--- src/rtl/dmem_arbiter.sv ---
// Data-memory arbiter between the single-cycle CPU and a DMA/debug loader.
// CPU has priority; a starvation counter forces one DMA slot after MAX_WAIT losses.
//
// Ports:
//   clk, clrn                         clock, async active-low reset
//   cpu_req/we/addr/wdata, cpu_rdata  CPU load/store side (0-cycle access)
//   cpu_stall                         CPU must hold PC / suppress write-back
//   dma_valid/we/addr/wdata           DMA request, held until dma_ready
//   dma_ready                         DMA granted this cycle
//   dma_rdata, dma_rvalid             registered DMA read response
//   mem_we/addr/wdata, mem_rdata      single-port memory (sync write, comb read)
module dmem_arbiter #(
   parameter int AW       = 32,
   parameter int DW       = 32,
   parameter int MAX_WAIT = 4
) (
   input  logic          clk,
   input  logic          clrn,
   input  logic          cpu_req,
   input  logic          cpu_we,
   input  logic [AW-1:0] cpu_addr,
   input  logic [DW-1:0] cpu_wdata,
   output logic [DW-1:0] cpu_rdata,
   output logic          cpu_stall,
   input  logic          dma_valid,
   input  logic          dma_we,
   input  logic [AW-1:0] dma_addr,
   input  logic [DW-1:0] dma_wdata,
   output logic          dma_ready,
   output logic [DW-1:0] dma_rdata,
   output logic          dma_rvalid,
   output logic          mem_we,
   output logic [AW-1:0] mem_addr,
   output logic [DW-1:0] mem_wdata,
   input  logic [DW-1:0] mem_rdata
);

   localparam int CW = (MAX_WAIT < 1) ? 1 : $clog2(MAX_WAIT + 1);
   localparam logic [CW-1:0] MAXC  = CW'(MAX_WAIT);
   localparam logic [CW-1:0] MAXM1 = CW'(MAX_WAIT - 1);

   typedef enum logic {
      NORMAL,
      FORCE
   } state_t;

   state_t        state;
   state_t        state_nx;
   logic [CW-1:0] wait_cnt;
   logic [CW-1:0] wait_nx;
   logic          cpu_gnt;
   logic          dma_gnt;
   logic [DW-1:0] dma_rdata_q;
   logic          dma_rvalid_q;

   // Grants are held off while clrn is low so nothing reaches memory in reset.
   always_comb begin
      cpu_gnt   = 1'b0;
      dma_gnt   = 1'b0;
      cpu_stall = 1'b0;
      state_nx  = state;
      wait_nx   = wait_cnt;
      if (clrn) begin
         unique case (state)
            NORMAL: begin
               cpu_gnt = cpu_req;
               dma_gnt = ~cpu_req & dma_valid;
               if (cpu_req & dma_valid) begin
                  // The loss that reaches MAX_WAIT books the next cycle for DMA.
                  if (wait_cnt >= MAXM1) begin
                     wait_nx  = MAXC;
                     state_nx = FORCE;
                  end else begin
                     wait_nx = wait_cnt + 1'b1;
                  end
               end else begin
                  wait_nx = '0;
               end
            end
            FORCE: begin
               // A withdrawn DMA request leaves the slot to the CPU, unstalled.
               dma_gnt   = dma_valid;
               cpu_stall = cpu_req & dma_valid;
               cpu_gnt   = cpu_req & ~dma_valid;
               state_nx  = NORMAL;
               wait_nx   = '0;
            end
         endcase
      end
   end

   always_comb begin
      if (dma_gnt) begin
         mem_we    = dma_we;
         mem_addr  = dma_addr;
         mem_wdata = dma_wdata;
      end else begin
         mem_we    = cpu_gnt & cpu_we;
         mem_addr  = cpu_addr;
         mem_wdata = cpu_wdata;
      end
   end

   assign dma_ready  = dma_gnt;
   assign cpu_rdata  = mem_rdata;
   assign dma_rdata  = dma_rdata_q;
   assign dma_rvalid = dma_rvalid_q;

   always_ff @(posedge clk or negedge clrn) begin
      if (!clrn) begin
         state        <= NORMAL;
         wait_cnt     <= '0;
         dma_rdata_q  <= '0;
         dma_rvalid_q <= 1'b0;
      end else begin
         state        <= state_nx;
         wait_cnt     <= wait_nx;
         dma_rvalid_q <= dma_gnt & ~dma_we;
         if (dma_gnt & ~dma_we) begin
            dma_rdata_q <= mem_rdata;
         end
      end
   end

endmodule

--- config.mk ---
export PLATFORM = sky130hd
export DESIGN_NAME = dmem_arbiter
export DESIGN_NICKNAME = d
export VERILOG_FILES = /design/src/rtl/dmem_arbiter.sv
export SDC_FILE = /design/constraint.sdc
export NUM_CORES = 1
export LEC_CHECK = 0
export ABC_AREA = 1
export ABC_CLOCK_PERIOD_IN_PS = 4200
export CAP_MARGIN = 10
export CORE_AREA = 2 2 115 117
export DETAILED_ROUTE_END_ITERATION = 8
export DIE_AREA = 0 0 117 119
export GPL_ROUTABILITY_DRIVEN = 0
export SYNTH_ARGS = -nofsm -noshare
export SYNTH_HDL_FRONTEND = slang
export SYNTH_SLANG_ARGS = --single-unit
export TNS_END_PERCENT = 50
--- constraint.sdc ---
create_clock -name clk -period 4.2 [get_ports clk]
set_input_delay 1.05 -clock clk [delete_from_list [all_inputs] [get_ports clk]]
set_output_delay 1.05 -clock clk [all_outputs]
set_load 0.005 [all_outputs]
== Word-level counts from Yosys, hierarchy flattened ==
Cells that the tools add are included.
Cells by class
  $lt $le $gt $ge: 1
  mux-type cells: 15
  bitwise gates (word level): 9
  add/subtract/negate cells: 1
Operator list (count)
  32-bit 2-to-1 mux: 2
  1-bit 2-to-1 mux: 7
  3-bit 2-to-1 mux: 2
  1-bit one-hot mux with 2 select lines: 3
  3-bit one-hot mux with 2 select lines: 1
  1-bit AND: 5
  1-bit inverter: 4
  3-bit by 1-bit adder with 3-bit output, second input constant: 1
  3-bit by 2-bit greater-or-equal comparator with 1-bit output, second input constant: 1
Storage, ports and cells
  flip-flop bits (word level): 37
  input bits: 166
  logic and storage cells: 30

== Logic depth before layout (Yosys ltp) ==
Gate-level depths: netlist of run 1.
  depth in word-level cells: 6
  depth in mapped cells: 8
  mapped depth without buffers: 7

== Least setup slack after synthesis of run 1 ==
OpenSTA, ideal clock, no wires.
  kind: input to output
  from: in clrn
  to: out mem_addr[0]
  path slack: 1411 ps
  required time: 3150 ps
  buffers on the path: 2
  data arrival time: 1739 ps
  stages on the path: 7
  cells stage by stage: nand2_1 > clkinv_2 > nand2_2 > buf_6 > buf_2 > nand2_1 > nand2_1
On the way
  longest elaborated chain between the ends: 2
RTL lines
  from (decl): RTL line 18  | input logic clrn,
  1-bit 2-to-1 mux: RTL line 63  | if (clrn) begin
  32-bit 2-to-1 mux: RTL line 93  | if (dma_gnt) begin
  to (decl): RTL line 33  | output logic [AW-1:0] mem_addr,
Every way passes these cells.

== Worst setup path after layout of run 1 ==
  from: in dma_valid
  to: out mem_wdata[17]
On the way
  longest elaborated chain between the ends: 4
RTL lines
  from (decl): RTL line 25  | input logic dma_valid,
  1-bit AND: RTL line 67  | dma_gnt = ~cpu_req & dma_valid;
  1-bit one-hot mux with 2 select lines *: RTL line 64  | unique case (state)
  1-bit 2-to-1 mux *: RTL line 63
  32-bit 2-to-1 mux *: RTL line 93
  to (decl): RTL line 34  | output logic [DW-1:0] mem_wdata,
Mark *: on every way between the ends. The rest lies on a longest branch, timed or not.

==> flow_summary.json, run 1 <==
{
  "cp_common_cell": "nand2_1",
  "vias_per_cell": 4.30,
  "cts_root_buffer": "clkbuf_16",
  "cts_tree": "done",
  "avgSynthCellArea_um2": 6.34,
  "whs_ns": 0.469,
  "ctsResizeCount": 0,
  "leakage_nw": 2.73,
  "syn-num-nets": 595,
  "status": "complete, no violations",
  "period_share": 0.954,
  "clkLatencyLatePin_ns": 0.28,
  "hold_class": "reg2reg",
  "whs_path_depth": 2,
  "reg2reg_from": "state",
  "syn_area_mm2": 0.00271,
  "grt_pass1_wl_um": 20300,
  "fin_nets": 852,
  "required_ns": 3.15,
  "synth-seq-cells": 37,
  "place_inst": 853,
  "rsz0062_at_grt": "no",
  "hold_buffers": 0,
  "num-fill-cells": 1306,
  "fin_area_mm2": 0.00578,
  "syn2layout_area_growth_pct": 114,
  "skew_ns": 0.00306,
  "io_pins": 298,
  "power_density_mw_per_mm2": 260,
  "slew_headroom": 0.527,
  "postCtsSetupBuffers": 0,
  "core_mm2": 0.0129,
  "multi_input_area_mm2": 0.00132,
  "cp_slowest_cell": "clkdlybuf4s50_1",
  "r2r-end": "dma_rdata[6]",
  "period_needed_ns": 4.01,
  "yosys_warnings": 0,
  "row_count": 42,
  "dpl.hpwl_um": 11000,
  "fin_util": 0.449,
  "drv_cap": 0,
  "pre_cts_slack_ns": 0.183,
  "worst_ir_drop_vdd_mv": 0.257,
  "crit_arrival_ns": 2.96,
  "reg2reg_slack_ns": 2.21,
  "drive_gt1_frac": 0.0365,
  "seq_area_um2": 926,
  "critPathMaxFanout": 26,
  "cts_num_sinks": 37,
  "cts_max_path_buffers": 2,
  "antenna_found_initial": 2,
  "netlist_instances": 427,
  "hold_viol_final": 0,
  "path_clk_slew_ns": 0.06,
  "drt-pass1-iter-count": 4,
  "min_to": "dma_rdata[9]",
  "portBuffers": 297,
  "clock.fmax_ghz": 0.250,
  "synth.distinct_cells": 17,
  "drc": 0,
  "dieArea_mm2": 0.0139,
  "total_power_mw": 1.50,
  "grtUsageTotal": 0.189,
  "critical-path-max-stage-delay_ns": 0.54,
  "via_count": 3710,
  "startpoint_type": "input port",
  "grt_max_degree": 42,
  "start_util": 0.210,
  "gr-total-overflow": 0,
  "cts_max_level": 2,
  "synth.yosys.seq_area_share": 0.342,
  "cts_buffers": 5,
  "finalNonFillerCells": 863,
  "worstPathCellList": "clkdlybuf4s50_1 > nand2_1 > clkinv_2 > nand2_2 > inv_2 > buf_4 > nand2_1 > nand2_1 > clkdlybuf4s50_1",
  "drtIter0Drc": 221,
  "path_class": "in2out",
  "die_h_um": 119,
  "end_kind": "primary output",
  "die_width_um": 117,
  "postPlaceCellArea_mm2": 0.00560,
  "grt_pass1_vias": 3719,
  "hp-start": "dma_rdata[9]",
  "tns_ns": 0,
  "setup-violations-final": 0,
  "setup_ws_ns": 0.194,
  "worst_pin_slew_ns": 0.709,
  "finalMaxSlewViolations": 0,
  "routed_wl_um": 13900,
  "r2r.worst_path.cells": 6,
  "drtAntennaViolNets": 0,
  "wl_per_cell_um": 16.1
}
==> how the worst max path moves through the flow <==
stage,slack [ns],end,from,depth (start not counted)
CTS,0.18,mem_wdata[17],dma_valid,9
global placement,0.19,mem_addr[25],dma_valid,9
finish,0.19,mem_wdata[17],dma_valid,9
detailed placement,0.18,mem_wdata[17],dma_valid,9
floorplan,1.41,mem_addr[0],clrn,7
global route,0.04,mem_wdata[17],dma_valid,9
==> flip-flops by register name, indices dropped and copies added, names as in the netlist <==
signal and flops:
dma_rdata 32, dma_rvalid 1, state 1, wait_cnt 3
==> layer usage <==
layer / up-vias / global-route usage / share of wire
met5: - / 0 / 0
met4: 0 / 0.0625 / 0.023
met3: 19 / 0.0702 / 0.11
met2: 189 / 0.320 / 0.47
met1: 1688 / 0.217 / 0.39
li1: 1814 / - / -
==> area by class of cell <==
class	count	share of cell area
sequential	37	0.160
timing repair buffer	308	0.534
antenna	2	0.000866
inverter	12	0.00801
clock inverter	1	0.00520
clock buffer	7	0.0247
multi-input combinational	320	0.229
tap	176	0.0381
==> worst max-delay path, delay by kind of cell <==
kind,cells,cell delay (ns)
and+or+nand+nor,4,0.38
buffers and inverters,5,1.53
==> placed cells by master, fill, tap and decap left out, types with 2 or more instances in the layout <==
master / count
ha_1: 2
nor2_1: 5
inv_1: 9
dfrtp_1: 37
nand4_1: 32
inv_2: 2
buf_4: 8
clkdlybuf4s50_1: 296
diode_2: 2
clkbuf_16: 5
nand2_1: 269
nand2_2: 2
nand3_1: 7
buf_12: 3
==> cells in the mapped netlist (all sizes together) <==
| cell type | count | share of area |
|---|---|---|
| nand2 | 271 | 0.38 |
| buf | 55 | 0.15 |
| dfrtp | 37 | 0.34 |
| nand4 | 32 | 0.074 |
| inv | 11 | 0.015 |
| nand3 | 8 | 0.017 |
| nor2 | 5 | 0.0069 |
| clkbuf | 3 | 0.0042 |
| ha | 2 | 0.0092 |
| a21oi | 1 | 0.0018 |
| clkinv | 1 | 0.0018 |
| o21ai | 1 | 0.0018 |
==> cell families after synthesis <==
logic type | share of synthesized area
and+or+nand+nor | 0.475
buffers and inverters | 0.169
DFF | 0.342
AOI/OAI and AO/OA | 0.00370
adders and majority gates | 0.00925
==> where the power goes <==
part	switching (mW)	internal [mW]	total [mW]
logic	0.217	0.393	0.610
clock network	0.142	0.297	0.439
registers	0.0343	0.418	0.452
total	0.393	1.11	1.50
No activity file was read; power rests on OpenSTA's default activity.
==> run 2: changes to the inputs <==
ABC_CLOCK_PERIOD_IN_PS = 4700   (was 4200)
CTS_CLUSTER_SIZE = 10   (was not set)
GPL_ROUTABILITY_DRIVEN = not set   (was 0)
clock period = 4.7 ns   (was 4.2 ns; I/O delays follow)
==> flow_summary.json, run 2 (synthesized netlist as in run 1, its figures left out) <==
{
  "worst_ir_drop_vdd_mv": 0.216,
  "multi_input_area_mm2": 0.00132,
  "drtIter0Drc": 198,
  "grt_pass1_wl_um": 19800,
  "power_density_mw_per_mm2": 223,
  "hold_viol_final": 0,
  "cp_top_family": "buffers and inverters",
  "cp_slowest_cell": "clkdlybuf4s50_1",
  "die_h_um": 119,
  "core_mm2": 0.0129,
  "dieArea_mm2": 0.0139,
  "crit_arrival_ns": 3.21,
  "dpl.hpwl_um": 10900,
  "cts_max_level": 2,
  "drt-pass1-iter-count": 4,
  "fin_area_mm2": 0.00572,
  "grt_pass1_vias": 3650,
  "slew_headroom": 0.530,
  "cts_root_buffer": "clkbuf_16",
  "drc": 0,
  "syn2layout_area_growth_pct": 112,
  "row_count": 42,
  "drtAntennaViolNets": 0,
  "worst_pin_slew_ns": 0.704,
  "io_pins": 298,
  "hold_buffers": 0,
  "vias_per_cell": 4.26,
  "ctsResizeCount": 0,
  "worst-path-buf-inv": 5,
  "period_needed_ns": 4.38,
  "routed_wl_um": 13800,
  "cp_common_cell": "nand2_1",
  "postPlaceCellArea_mm2": 0.00557,
  "drv_cap": 0,
  "num-fill-cells": 1313,
  "cts_tree": "done",
  "cts_buffers": 5,
  "worstPathCellList": "clkdlybuf4s50_1 > nand2_1 > clkinv_2 > nand2_2 > inv_2 > buf_4 > nand2_1 > nand2_1 > clkdlybuf4s50_1",
  "drive_gt1_frac": 0.0323,
  "rsz0062_at_grt": "no",
  "place_inst": 851,
  "startpoint_type": "input port",
  "path_clk_slew_ns": 0.05,
  "tns_ns": 0,
  "end_kind": "primary output",
  "place_congestion": 0.872,
  "via_count": 3671,
  "skew_ns": 0.00252,
  "clkLatencyLatePin_ns": 0.28,
  "fin_nets": 850,
  "critPathMaxFanout": 26,
  "finalMaxSlewViolations": 0,
  "antenna_found_initial": 3,
  "start_util": 0.210,
  "cts_max_path_buffers": 2,
  "postCtsSetupBuffers": 0,
  "wl_per_cell_um": 16.0,
  "die_width_um": 117,
  "setup-violations-final": 0,
  "clock.fmax_ghz": 0.228,
  "largest_reg_flops": 32,
  "period_share": 0.932,
  "grt_max_degree": 42,
  "required_ns": 3.52,
  "status": "complete, no violations",
  "gr-total-overflow": 0,
  "cts_num_sinks": 37,
  "path_class": "in2out",
  "seq_area_um2": 926,
  "fin_util": 0.445,
  "hold_class": "reg2reg",
  "leakage_nw": 2.70,
  "finalNonFillerCells": 861,
  "portBuffers": 297,
  "mostFrequentLayoutCells": "296 x clkdlybuf4s50_1, 269 x nand2_1, 37 x dfrtp_1, 32 x nand4_1, 9 x inv_1",
  "critical-path-max-stage-delay_ns": 0.54,
  "grtUsageTotal": 0.186,
  "final_common_cell": "clkdlybuf4s50_1",
  "total_power_mw": 1.27
}
==> run 2: cell types whose count changed in the layout (fill, tap and decap cells not counted), sizes merged <==
cell	delta
buf	-2
bufinv	-1
diode	+1
==> run 2: worst register-to-register path: stages (launching register included) <==
cell	delay, ns
dfrtp_1	0.39
inv_2	0.07
nand2_2	0.07
buf_4	0.34
nand3_2	0.64
nand2_1	0.26
nand2_1	0.07
==> run 2: final timing paths <==
kind	startpoint	to	slack, ns	depth (start not counted)
worst max-delay path	dma_valid	mem_wdata[22]	0.32	9
worst min-delay path	dma_rdata[17]	dma_rdata[17]	0.46	2
worst max register to register	state	dma_rdata[21]	2.74	6
worst min register to register	dma_rdata[17]	dma_rdata[17]	0.46	2
max in group asynchronous	clrn	dma_rdata[13]	3.32	2
min in group asynchronous	clrn	state	1.01	2
==> run 2: through the flow <==
step                      hold slack [ns]  setup slack, ns
after floorplan                     0.465             1.66
after global routing                0.493            0.213
final                               0.464            0.319
after CTS                           0.471            0.308
after detailed placement            0.457            0.315
after global placement              0.453            0.356
==> run 2: power by group <==
group,internal (mW),switching [mW]
clock network,0.208,0.119
logic,0.350,0.193
registers,0.374,0.0311
==> run 2: layout make-up <==
cell class                 instances  area share
sequential                        37       0.162
timing repair buffer             306       0.535
inverter                          12     0.00809
antenna                            3     0.00131
multi-input combinational        320       0.231
tap                              176      0.0385
clock buffer                       7      0.0249
==> run 2: per-layer routing <==
metal,global-route usage,part of all wire
met2,0.312,0.46
met1,0.208,0.38
met4,0.0735,0.032
met5,0,0
met3,0.0763,0.12
==> run 3: changes to the inputs <==
CTS_CLUSTER_DIAMETER = 30   (was not set)
==> results of run 3 <==
The final DEF is identical to that of run 2; final timing and power are the same.
